===== config.mk =====
export PLATFORM = sky130hd
export DESIGN_NAME = mem_arbiter
export DESIGN_NICKNAME = d
export VERILOG_FILES = /design/src/rtl/mem_arbiter.sv
export SDC_FILE = /design/constraint.sdc
export NUM_CORES = 1
export LEC_CHECK = 0
export CAP_MARGIN = 0
export CORE_AREA = 3 3 203 205
export CTS_CLUSTER_DIAMETER = 50
export DETAILED_ROUTE_END_ITERATION = 6
export DIE_AREA = 0 0 206 208
export GPL_TIMING_DRIVEN = 1
export PLACE_DENSITY = 0.57
export SETUP_SLACK_MARGIN = 0.4
export SYNTH_ARGS = -nofsm -noshare
export SYNTH_HDL_FRONTEND = slang
export SYNTH_SLANG_ARGS = --single-unit
export TNS_END_PERCENT = 1

===== constraint.sdc =====
create_clock -name clock -period 4.2 [get_ports clock]
set_clock_uncertainty 0.1 [all_clocks]
set_input_delay 0.63 -clock clock [delete_from_list [all_inputs] [get_ports clock]]
set_output_delay 0.63 -clock clock [all_outputs]
set_load 0.1 [all_outputs]

===== src/rtl/mem_arbiter.sv =====
// Round-robin arbiter sharing one fixed-latency single-port memory between the
// instruction-fetch port (I) and the load/store port (D); one transaction in flight.
module mem_arbiter #(
   parameter int ADDR_W  = 64,
   parameter int DATA_W  = 64,
   parameter int MEM_LAT = 1
) (
   input  logic              clock,
   input  logic              reset,
   input  logic              i_req,
   input  logic [ADDR_W-1:0] i_addr,
   output logic              i_done,
   output logic [DATA_W-1:0] i_rdata,
   input  logic              d_req,
   input  logic              d_we,
   input  logic [ADDR_W-1:0] d_addr,
   input  logic [DATA_W-1:0] d_wdata,
   output logic              d_done,
   output logic [DATA_W-1:0] d_rdata,
   output logic              mem_en,
   output logic              mem_we,
   output logic [ADDR_W-1:0] mem_addr,
   output logic [DATA_W-1:0] mem_wdata,
   input  logic [DATA_W-1:0] mem_rdata,
   output logic              busy,
   output logic [1:0]        estado
);

   localparam int CNT_W = (MEM_LAT > 1) ? $clog2(MEM_LAT + 1) : 1;
   localparam logic [CNT_W-1:0] CNT_LOAD = CNT_W'(MEM_LAT);
   localparam logic [CNT_W-1:0] CNT_ZERO = {CNT_W{1'b0}};
   localparam logic [CNT_W-1:0] CNT_ONE  = CNT_W'(1);
   localparam logic OWN_I = 1'b0;
   localparam logic OWN_D = 1'b1;

   typedef enum logic [1:0] {
      IDLE   = 2'd0,
      ACCESS = 2'd1,
      RESP   = 2'd2
   } state_t;

   state_t            state_r;
   state_t            state_s;
   logic              gnt_i_s;
   logic              gnt_d_s;
   logic              last_s;
   logic              owner_r;
   logic              last_gnt_r;
   logic              we_r;
   logic [CNT_W-1:0]  cnt_r;
   logic              i_done_r;
   logic              d_done_r;
   logic [DATA_W-1:0] i_rdata_r;
   logic [DATA_W-1:0] d_rdata_r;
   logic              mem_en_r;
   logic              mem_we_r;
   logic [ADDR_W-1:0] mem_addr_r;
   logic [DATA_W-1:0] mem_wdata_r;

   // Next-state and grant decision; on a tie the port that did not win last time wins.
   always_comb begin
      state_s = state_r;
      gnt_i_s = 1'b0;
      gnt_d_s = 1'b0;
      last_s  = 1'b0;
      case (state_r)
         IDLE: begin
            if (i_req && (!d_req || (last_gnt_r == OWN_D))) begin
               gnt_i_s = 1'b1;
               state_s = ACCESS;
            end else if (d_req) begin
               gnt_d_s = 1'b1;
               state_s = ACCESS;
            end else begin
               state_s = IDLE;
            end
         end
         ACCESS: begin
            if (cnt_r == CNT_ZERO) begin
               last_s  = 1'b1;
               state_s = RESP;
            end else begin
               state_s = ACCESS;
            end
         end
         RESP:    state_s = IDLE;
         default: state_s = IDLE;
      endcase
   end

   // State register.
   always_ff @(posedge clock or negedge reset) begin
      if (!reset) begin
         state_r <= IDLE;
      end else begin
         state_r <= state_s;
      end
   end

   // Request latching, memory strobe, latency counter, read-data capture and done pulses.
   always_ff @(posedge clock or negedge reset) begin
      if (!reset) begin
         owner_r     <= OWN_I;
         last_gnt_r  <= OWN_D;
         we_r        <= 1'b0;
         cnt_r       <= CNT_ZERO;
         i_done_r    <= 1'b0;
         d_done_r    <= 1'b0;
         i_rdata_r   <= {DATA_W{1'b0}};
         d_rdata_r   <= {DATA_W{1'b0}};
         mem_en_r    <= 1'b0;
         mem_we_r    <= 1'b0;
         mem_addr_r  <= {ADDR_W{1'b0}};
         mem_wdata_r <= {DATA_W{1'b0}};
      end else begin
         i_done_r <= last_s && (owner_r == OWN_I);
         d_done_r <= last_s && (owner_r == OWN_D);
         if (gnt_i_s) begin
            mem_en_r    <= 1'b1;
            mem_we_r    <= 1'b0;
            mem_addr_r  <= i_addr;
            mem_wdata_r <= {DATA_W{1'b0}};
            owner_r     <= OWN_I;
            last_gnt_r  <= OWN_I;
            we_r        <= 1'b0;
            cnt_r       <= CNT_LOAD;
         end else if (gnt_d_s) begin
            mem_en_r    <= 1'b1;
            mem_we_r    <= d_we;
            mem_addr_r  <= d_addr;
            mem_wdata_r <= d_wdata;
            owner_r     <= OWN_D;
            last_gnt_r  <= OWN_D;
            we_r        <= d_we;
            cnt_r       <= CNT_LOAD;
         end else begin
            mem_en_r <= 1'b0;
            mem_we_r <= 1'b0;
            if ((state_r == ACCESS) && (cnt_r != CNT_ZERO)) begin
               cnt_r <= cnt_r - CNT_ONE;
            end
         end
         // Stores leave both read-data registers untouched.
         if (last_s && !we_r) begin
            if (owner_r == OWN_D) begin
               d_rdata_r <= mem_rdata;
            end else begin
               i_rdata_r <= mem_rdata;
            end
         end
      end
   end

   assign i_done    = i_done_r;
   assign d_done    = d_done_r;
   assign i_rdata   = i_rdata_r;
   assign d_rdata   = d_rdata_r;
   assign mem_en    = mem_en_r;
   assign mem_we    = mem_we_r;
   assign mem_addr  = mem_addr_r;
   assign mem_wdata = mem_wdata_r;
   assign busy      = (state_r != IDLE);
   assign estado    = state_r;

endmodule


==> parameters.txt, run 1 <==
Parameter                              Value

Critical path
  Crit. Startpoint    estado[1]$_DFF_PN0_
  Cell depth of the worst flop-to-flop path    4
  Max FO, Critical Path    5
  Crit Reg-Reg Endpoint    i_rdata[17]$_DFFE_PN0P_
  Capture point of the worst path    estado[1]
  Setup Crit Path Kind    flop to output pin
  Levels on crit path    1
  Critical register-to-register path startpoint    estado[1]$_DFF_PN0_
  Number of buffers and inverters on the critical path    1
  Crit path largest cell delay    ~1300 ps
  CP cell instances    clkdlybuf4s50_1
  Largest delay share family, worst path    buffers and inverters
  Worst reg-to-reg setup slack    1660 ps
  Worst-path cell with the longest stage delay    sky130_fd_sc_hd__clkdlybuf4s50_1
  Data required time of the critical path    3470 ps
  Critical path endpoint category    output pin
  Arr. time, crit path    2260 ps
  Kind of launch point of the worst setup path    flop

Placement
  Final estimated routing congestion in global placement    0.781
  Dpl hpwl    approximately 28000 um
  Number of buffers inserted by port buffering    523

Floorplan
  Die area    roughly 0.043 sq mm
  Top-level I/O count    between 500 and 600
  Initial Utilization    27.4%
  Width of the die    206 um
  Core area    roughly 0.040 sq mm
  Vertical extent of the die    208 um
  Count of standard-cell rows    73

Timing
  Post-layout minimum cycle time    around 3000 ps
  Setup repair after global routing missed its margin    no
  Headroom to the max-slew limit    approximately a quarter
  Hold violation count in the final report    0
  Max Fclk    0.335 GHz
  Final period utilization    71.2%
  Final-report max-slew violation count    0
  # setup viols final    0
  Setup tns final    0 ps
  Slew of the pin with the lowest slew margin    1130 ps

Yosys
  Count of unique library cells instantiated by Yosys    28
  Cell area after technology mapping    approximately 0.011 sq mm
  Mean cell area of the mapped netlist    14.5 sq um
  Number of enable-type register cells in the synthesized netlist    0
  Sequential element share of the synthesized area    61.4%
  Number of synthesized register bits    266
  Leading area contributor after synthesis    sky130_fd_sc_hd__dfrtp_1
  Count leader, synth    sky130_fd_sc_hd__dfrtp_1
  Post-Syn Instances    749
  Number of nets produced by synthesis    approximately 1000
  Top cell types by occurrence after synthesis    sky130_fd_sc_hd__dfrtp_1 (265), sky130_fd_sc_hd__mux2_2 (123), sky130_fd_sc_hd__a22o_1 (65)
  Fraction of post-synthesis cell area in the top cell type by area    between 60% and 70%
  Count of synthesis-stage warnings from yosys    0
  Most instantiated flip-flop cell in the synthesis netlist    sky130_fd_sc_hd__dfrtp_1
  Share of synthesized registers carrying an async set or reset    100%
  Top cells by area, synth    sky130_fd_sc_hd__dfrtp_1 (61%), sky130_fd_sc_hd__mux2_2 (13%), sky130_fd_sc_hd__a311o_1 (5.7%)

Clock tree
  TritonCTS clock tree    yes
  Number of setup buffers added after CTS    0
  Clock Tree Root    sky130_fd_sc_hd__clkbuf_16
  Hold-fix buffers at CTS    1
  Number of H-tree branching levels    2
  Insertion delay to the later sink of the worst-skew pair    530 ps
  CTS Buf Count    37
  Max Buffers Root-to-Sink    3
  # clock sinks    between 200 and 300
  CTS-repair resized insts    0
  Clock transition at the registers of the reported paths    60 ps

Job
  Number of max-cap violations    0

Global routing
  Met2 usage    29.0%
  Total routing resource utilization after global routing    17.7%
  Aggregate global routing overflow    0
  Top Usage Layer GRT    met2
  Number of antenna violations at the first check in global routing    2
  Global routing usage on met3    ~7.5%
  Global-route wire length before repair    59000 um
  Pin count of the biggest net entering global routing    96
  Met1 demand-to-capacity share in global routing    between 20% and 30%
  Vias in the first global route    9247

Layout
  Post-layout net count    1517
  Ratio of cells with drive above 1 in the final layout    around 17%
  Area taken by multi-input logic gates    0.00384 sq mm
  Synthesis-to-layout area growth    65.6%
  Fillers    3664
  Sequential Area    roughly 0.0067 sq mm

Routing
  Iteration count of the initial detailed-routing pass    4
  Post-detailed-route via-to-cell ratio    4.75
  Count of antenna-violating nets left after detailed routing    0
  # DRC    0
  Number of DRC violations after detailed-routing iteration 0    360
  Final routed wire length divided by cell count    21.6 um
  Drt total wl    39200 um
  Vias post-DR    between 8000 and 9000

Status
  Result of the run    finished, final reports clean

Min path
  Worst hold path class    flop to flop
==> per-stage QoR <==
step | cells | worst slack [ps] | instance area, sq um | utilization, % | hold WS, ps
after global routing | 1810 | 1120 | 18000 | 45.3 | 407
after CTS | 1809 | 1150 | 18000 | 45.3 | 389
after global placement | 1741 | 1130 | 16600 | 41.8 | 369
after detailed placement | 1741 | 1080 | 16600 | 41.8 | 376
final | 1810 | 1210 | 18000 | 45.3 | 384
after floorplan | 749 | 1180 | 10900 | - | 234
==> placed cells by master, fill, tap and decap left out, types with 2 or more instances in the layout <==
cell type and n:
sky130_fd_sc_hd__a21oi_1 2, sky130_fd_sc_hd__a221o_1 2, sky130_fd_sc_hd__a22o_1 65, sky130_fd_sc_hd__a311o_1 62, sky130_fd_sc_hd__and2_1 2, sky130_fd_sc_hd__and4_1 62
sky130_fd_sc_hd__buf_12 2, sky130_fd_sc_hd__buf_4 17, sky130_fd_sc_hd__bufinv_16 9, sky130_fd_sc_hd__clkbuf_1 5, sky130_fd_sc_hd__clkbuf_16 39, sky130_fd_sc_hd__clkbuf_8 3
sky130_fd_sc_hd__clkdlybuf4s50_1 520, sky130_fd_sc_hd__clkinv_2 3, sky130_fd_sc_hd__clkinv_4 2, sky130_fd_sc_hd__clkinvlp_4 2, sky130_fd_sc_hd__dfrtp_1 265, sky130_fd_sc_hd__inv_1 2
sky130_fd_sc_hd__inv_2 2, sky130_fd_sc_hd__inv_6 2, sky130_fd_sc_hd__inv_8 2, sky130_fd_sc_hd__mux2_1 5, sky130_fd_sc_hd__mux2_2 123, sky130_fd_sc_hd__nand2_1 3
sky130_fd_sc_hd__nand3b_1 2, sky130_fd_sc_hd__nor2_1 3, sky130_fd_sc_hd__nor2_4 2, sky130_fd_sc_hd__o21a_1 64
==> sequential cells by signal (all words and copies together) (netlist names), 2 cells and up <==
signal	count
estado	2
d_rdata	64
mem_addr	64
i_rdata	64
mem_wdata	64
==> area by class of cell <==
cell class	instances	area share, %
sequential	266	37.1
timing repair buffer	542	30.1
multi-input combinational	405	21.4
clock buffer	47	5.77
tap	525	3.66
clock inverter	20	1.99
inverter	4	0.0836
antenna	1	0.0139
==> logic make-up after synthesis <==
group           after synthesis  share of synthesized area [%]
flops                       266                           61.4
mux                         128                           13.3
compound gates              197                           15.8
simple gates                 80                           5.98
buf+inv                      78                           3.61
==> per-layer routing <==
metal	wire length, um	vias to the layer above
met5	0	-
met1	15600	4240
met4	1070	0
met2	18400	382
li1	-	3909
met3	4160	64
==> how the worst min path moves through the flow <==
stage                                  from                 endpoint  slack [ps]  cells past startpoint
global route        d_rdata[45]$_DFFE_PN0P_  d_rdata[45]$_DFFE_PN0P_         410                      1
CTS                 i_rdata[35]$_DFFE_PN0P_  i_rdata[35]$_DFFE_PN0P_         390                      1
detailed placement   i_rdata[0]$_DFFE_PN0P_   i_rdata[0]$_DFFE_PN0P_         380                      1
global placement    i_rdata[35]$_DFFE_PN0P_  i_rdata[35]$_DFFE_PN0P_         370                      1
floorplan                             reset        cnt_r$_DFFE_PN0P_         230                      0
finish               i_rdata[0]$_DFFE_PN0P_   i_rdata[0]$_DFFE_PN0P_         380                      1
Power of run 1 is left out: the tool's default activity adds up to more than one toggle a clock period on the data nets, which glitch-free logic cannot reach.
==> run 2: changes to the inputs <==
--- a/config.mk
+++ b/config.mk
@@ -6,12 +6,12 @@
 export NUM_CORES = 1
 export LEC_CHECK = 0
 export CAP_MARGIN = 0
-export CORE_AREA = 3 3 203 205
+export CORE_AREA = 3 3 205 207
 export CTS_CLUSTER_DIAMETER = 50
 export DETAILED_ROUTE_END_ITERATION = 6
-export DIE_AREA = 0 0 206 208
+export DIE_AREA = 0 0 208 210
 export GPL_TIMING_DRIVEN = 1
-export PLACE_DENSITY = 0.57
+export PLACE_DENSITY = 0.56
 export SETUP_SLACK_MARGIN = 0.4
 export SYNTH_ARGS = -nofsm -noshare
 export SYNTH_HDL_FRONTEND = slang
==> constraint.sdc (replaced) <==
create_clock -name clock -period 3.1 [get_ports clock]
set_clock_uncertainty 0.1 [all_clocks]
set_input_delay 0.465 -clock clock [delete_from_list [all_inputs] [get_ports clock]]
set_output_delay 0.465 -clock clock [all_outputs]
set_load 0.1 [all_outputs]
==> run 2 against run 1 <==
  * Via count up 1.0%
  * Flip-flop and latch count unchanged
  * Cell area down 3.7%
  * Worst hold slack about the same
  * First-iteration DRC count up 16%
  * Critical path depth up 4
  * Cell count up 0.39%
  * Utilization down 2.7 points
  * Critical path type is now flop to flop
  * Worst setup slack worse by 520 ps
  * Sequential share of layout area up 1.4 points
  * Die area up 1.9%
  * Non-clock buffer count unchanged
==> parameters.txt, run 2 (synthesis gave the netlist of run 1 again) <==
Parameter                              Value

Floorplan
  Count of standard-cell rows    between 70 and 80
  Core area    0.0406 sq mm
  Top-level I/O count    524
  Initial Utilization    26.8%
  Vertical extent of the die    210 um
  Width of the die    approximately 210 um
  Die area    between 0.04 and 0.05 sq mm

Min path
  Worst hold path class    flop to flop

Routing
  Final routed wire length divided by cell count    21.5 um
  # DRC    0
  Number of DRC violations after detailed-routing iteration 0    around 420
  Iteration count of the initial detailed-routing pass    4
  Post-detailed-route via-to-cell ratio    4.78
  Count of antenna-violating nets left after detailed routing    0
  Vias post-DR    8685
  Drt total wl    39100 um

Layout
  Sequential Area    0.00666 sq mm
  Top library cells by usage in the layout, fill and taps aside    sky130_fd_sc_hd__buf_4 (272), sky130_fd_sc_hd__dfrtp_1 (265), sky130_fd_sc_hd__clkdlybuf4s50_1 (258)
  Synthesis-to-layout area growth    59.4%
  Fillers    about 3800
  Area taken by multi-input logic gates    0.00384 sq mm
  Most common cell after layout, fill and taps aside    sky130_fd_sc_hd__buf_4
  Ratio of cells with drive above 1 in the final layout    37.3%
  Post-layout net count    1518

Timing
  Max Fclk    0.415 GHz
  # setup viols final    0
  Final period utilization    77.7%
  Final-report max-slew violation count    0
  Headroom to the max-slew limit    46.8%
  Post-layout minimum cycle time    approximately 2400 ps
  Hold violation count in the final report    0
  Setup tns final    0 ps
  Slew of the pin with the lowest slew margin    798 ps
  Setup repair after global routing missed its margin    no

Critical path
  Max FO, Critical Path    68
  Data required time of the critical path    3400 ps
  Kind of launch point of the worst setup path    flop
  Arr. time, crit path    between 2000 and 3000 ps
  Critical path endpoint category    flop
  Setup Crit Path Kind    flop to flop

Clock tree
  # clock sinks    266
  Number of setup buffers added after CTS    0
  TritonCTS clock tree    yes
  Clock transition at the registers of the reported paths    50 ps
  Max Buffers Root-to-Sink    3
  Insertion delay to the later sink of the worst-skew pair    530 ps
  CTS Buf Count    38
  Clock Tree Root    sky130_fd_sc_hd__clkbuf_16
  Number of H-tree branching levels    2

Global routing
  Number of antenna violations at the first check in global routing    1
  Pin count of the biggest net entering global routing    79
  Total routing resource utilization after global routing    17.2%
  Vias in the first global route    9139
  Aggregate global routing overflow    0
  Global-route wire length before repair    59000 um

Status
  Result of the run    finished, final reports clean

Placement
  Number of buffers inserted by port buffering    523
  Dpl hpwl    27500 um
  Final estimated routing congestion in global placement    0.782

Job
  Number of max-cap violations    0
## run 2: cell types whose count changed in the layout (fill, tap and decap cells not counted), sizes merged
cell           previous run  this run
buf                      21       283
bufinv                    9         4
clkbuf                   47        45
clkdlybuf4s50           520       258
clkinv                    5        11
clkinvlp                  2         0
inv                       8        11
## run 2: worst max-delay path, stage by stage (launching register included)
cell and delay [ps]:
sky130_fd_sc_hd__dfrtp_1 440, sky130_fd_sc_hd__nor2_4 140, sky130_fd_sc_hd__buf_4 530, sky130_fd_sc_hd__nand3_2 120, sky130_fd_sc_hd__buf_4 370, sky130_fd_sc_hd__a311o_1 460
## run 2: layer usage
metal  up-vias  global-route usage, %  part of all wire [%]
met1      4298                   20.7                    40
li1       3933                      -                     -
met4         0                   5.32                   2.8
met2       395                   28.1                    47
met5         -                      0                     0
met3        59                   7.58                    10
## run 2: layout make-up
class / count / share of cell area (%)
diodes: 1 / 0.0145
clock buffers: 45 / 5.89
clock inverters: 22 / 1.55
inverters: 4 / 0.0868
multi-input cells: 405 / 22.2
flip-flops and latches: 266 / 38.5
well taps: 532 / 3.85
repair buffers: 542 / 27.9
## run 2: worst paths after layout
check | cells past startpoint | slack (ps) | endpoint | from
worst max register to register | 5 | 690 | mem_addr[20]$_DFFE_PN0P_ | estado[1]$_DFF_PN0_
worst max-delay path | 5 | 690 | mem_addr[20]$_DFFE_PN0P_ | estado[1]$_DFF_PN0_
worst min register to register | 1 | 380 | i_rdata[37]$_DFFE_PN0P_ | i_rdata[37]$_DFFE_PN0P_
worst min-delay path | 1 | 380 | i_rdata[37]$_DFFE_PN0P_ | i_rdata[37]$_DFFE_PN0P_
max in group asynchronous | 3 | 1630 | mem_wdata[28]$_DFFE_PN0P_ | reset
min in group asynchronous | 2 | 410 | i_rdata[45]$_DFFE_PN0P_ | reset
## run 2: what timing repair did
item                                   CTS  global route
endpoints found under the hold margin   72             0
hold buffers                             1             0
gates resized for setup                  0             0
## run 2: through the flow
stage                     utilization [%]  hold WS, ps  area [sq um]  setup slack, ps  cells
after floorplan                         -         69.4         10900              541    749
after global placement               39.5          372         16000              665   1748
after detailed placement             39.5          380         16000              635   1748
after CTS                            42.6          381         17300              653   1816
after global routing                 42.7          396         17300              596   1817
final                                42.7          385         17300              692   1817
Power of run 2 is left out for the same reason.
==> run 3: changes to the inputs <==
--- a/config.mk
+++ b/config.mk
@@ -6,12 +6,12 @@
 export NUM_CORES = 1
 export LEC_CHECK = 0
 export CAP_MARGIN = 0
-export CORE_AREA = 3 3 205 207
+export CORE_AREA = 3 3 203 205
 export CTS_CLUSTER_DIAMETER = 50
 export DETAILED_ROUTE_END_ITERATION = 6
-export DIE_AREA = 0 0 208 210
+export DIE_AREA = 0 0 206 208
 export GPL_TIMING_DRIVEN = 1
-export PLACE_DENSITY = 0.56
+export PLACE_DENSITY = 0.59
 export SETUP_SLACK_MARGIN = 0.4
 export SYNTH_ARGS = -nofsm -noshare
 export SYNTH_HDL_FRONTEND = slang
==> constraint.sdc (replaced) <==
create_clock -name clock -period 2.1 [get_ports clock]
set_clock_uncertainty 0.1 [all_clocks]
set_input_delay 0.315 -clock clock [delete_from_list [all_inputs] [get_ports clock]]
set_output_delay 0.315 -clock clock [all_outputs]
set_load 0.1 [all_outputs]
==> run 3 against run 2 <==
  * Cell count increased by 1.5%
  * Worst setup slack lost 640 ps
  * Register-to-register slack got worse by 640 ps
  * Fmax is 18% higher
  * Highest routed layer unchanged
  * Global-route usage increased by 1.1 points
  * Routed wire length up 6.2%
  * Critical path depth rose by 2
  * Sequential share of layout area shrank 0.95 points
  * Critical path type unchanged
  * Via count grew 2.1%
  * Cell area rose by 2.7%
==> parameters.txt, run 3 (synthesis gave the netlist of run 1 again) <==
Parameter                              Value

Placement
  Number of buffers inserted by port buffering    523
  Final estimated routing congestion in global placement    0.781
  Dpl hpwl    28900 um

Routing
  Drt total wl    41500 um
  # DRC    0
  Vias post-DR    8864
  Final routed wire length divided by cell count    about 23 um
  Count of antenna-violating nets left after detailed routing    0
  Post-detailed-route via-to-cell ratio    approximately 4.8
  Number of DRC violations after detailed-routing iteration 0    306
  Iteration count of the initial detailed-routing pass    6

Clock tree
  Clock transition at the registers of the reported paths    60 ps
  Max Buffers Root-to-Sink    3
  TritonCTS clock tree    yes
  Clock Tree Root    sky130_fd_sc_hd__clkbuf_16
  # clock sinks    266
  CTS Buf Count    35
  Number of H-tree branching levels    2
  Insertion delay to the later sink of the worst-skew pair    roughly 530 ps

Critical path
  Arr. time, crit path    2360 ps
  Setup Crit Path Kind    flop to flop
  Kind of launch point of the worst setup path    flop
  Crit Reg-Reg Endpoint    d_rdata[10]$_DFFE_PN0P_
  Max FO, Critical Path    8
  Data required time of the critical path    2410 ps
  Cell depth of the worst flop-to-flop path    7
  Worst reg-to-reg setup slack    50 ps
  Critical path endpoint category    flop
  Critical register-to-register path startpoint    estado[0]$_DFF_PN0_

Floorplan
  Core area    about 0.040 sq mm
  Vertical extent of the die    208 um
  Top-level I/O count    524
  Initial Utilization    a little over a quarter
  Die area    about 0.043 sq mm
  Count of standard-cell rows    73
  Width of the die    206 um

Timing
  Final-report max-slew violation count    0
  Final period utilization    97.5%
  Post-layout minimum cycle time    about 2000 ps
  Setup repair after global routing missed its margin    yes
  Hold violation count in the final report    0
  Headroom to the max-slew limit    61.6%
  Slew of the pin with the lowest slew margin    576 ps
  Setup tns final    0 ps
  Max Fclk    just under 0.5 GHz
  # setup viols final    0

Layout
  Synthesis-to-layout area growth    63.7%
  Ratio of cells with drive above 1 in the final layout    39.1%
  Post-layout net count    1554
  Fillers    3659
  Most common cell after layout, fill and taps aside    sky130_fd_sc_hd__buf_4
  Top library cells by usage in the layout, fill and taps aside    sky130_fd_sc_hd__buf_4 (284), sky130_fd_sc_hd__dfrtp_1 (263), sky130_fd_sc_hd__clkdlybuf4s50_1 (258)

Global routing
  Vias in the first global route    around 9300
  Total routing resource utilization after global routing    18.3%
  Global-route wire length before repair    60400 um
  Pin count of the biggest net entering global routing    around 70
  Number of antenna violations at the first check in global routing    0
  Aggregate global routing overflow    0

Min path
  Worst hold path class    input port to asynchronous set/reset pin

Status
  Result of the run    finished, final reports clean

Job
  Number of max-cap violations    0
==> run 3: layer usage <==
layer  track usage, %  part of all wire, %
met4             4.38                  2.0
met3             6.21                  9.6
met2             30.8                   49
met1             22.6                   39
met5                0                    0
==> run 3: stage by stage <==
step / utilization [%] / instances / hold slack, ps / setup slack (ps) / area, sq um
2_1_floorplan: - / 749 / -80.6 / -127 / 10900
3_3_place_gp: 41.1 / 1761 / 179 / 79.0 / 16300
3_5_place_dp: 41.1 / 1761 / 175 / 34.5 / 16300
4_1_cts: 44.3 / 1835 / 187 / 23.0 / 17600
5_1_grt: 44.8 / 1843 / 222 / 3.51 / 17800
6_report: 44.8 / 1844 / 213 / 52.3 / 17800
==> run 3: timing repair <==
action / in CTS / in global routing
hold buffers: 1 / 0
gates cloned: 3 / 7
gates resized for setup: 6 / 8
pin swaps: 1 / 1
buffers inserted: 8 / 1
setup endpoints to repair: 269 / 270
hold endpoints to repair: 65 / 0
==> run 3: layout make-up <==
type	count	area [sq um]	area share, %
sequential	266	6670	37.5
timing repair buffer	581	5480	30.9
multi-input combinational	405	3840	21.6
clock buffer	45	965	5.43
tap	525	657	3.70
clock inverter	17	128	0.719
inverter	4	17.5	0.0986
antenna	1	2.50	0.0141
==> run 3: how the worst max path moves through the flow <==
stage	slack, ps	end	start	cells after the start
after floorplan	-130	i_rdata[28]$_DFFE_PN0P_	estado[0]$_DFF_PN0_	4
after global routing	4	busy	estado[0]$_DFF_PN0_	4
after global placement	80	mem_addr[26]$_DFFE_PN0P_	estado[1]$_DFF_PN0_	5
after CTS	20	busy	estado[0]$_DFF_PN0_	4
final	50	d_rdata[10]$_DFFE_PN0P_	estado[0]$_DFF_PN0_	7
after detailed placement	30	mem_addr[27]$_DFFE_PN0P_	estado[1]$_DFF_PN0_	5
==> run 3: worst max-delay path, cell delays in order, from the launching register on <==
cell and delay [ps]:
sky130_fd_sc_hd__dfrtp_4 440, sky130_fd_sc_hd__buf_6 100, sky130_fd_sc_hd__or3b_4 410, sky130_fd_sc_hd__inv_4 80, sky130_fd_sc_hd__nand3b_1 130, sky130_fd_sc_hd__buf_6 200, sky130_fd_sc_hd__buf_16 160, sky130_fd_sc_hd__mux2_4 300
Power of run 3 is left out for the same reason.
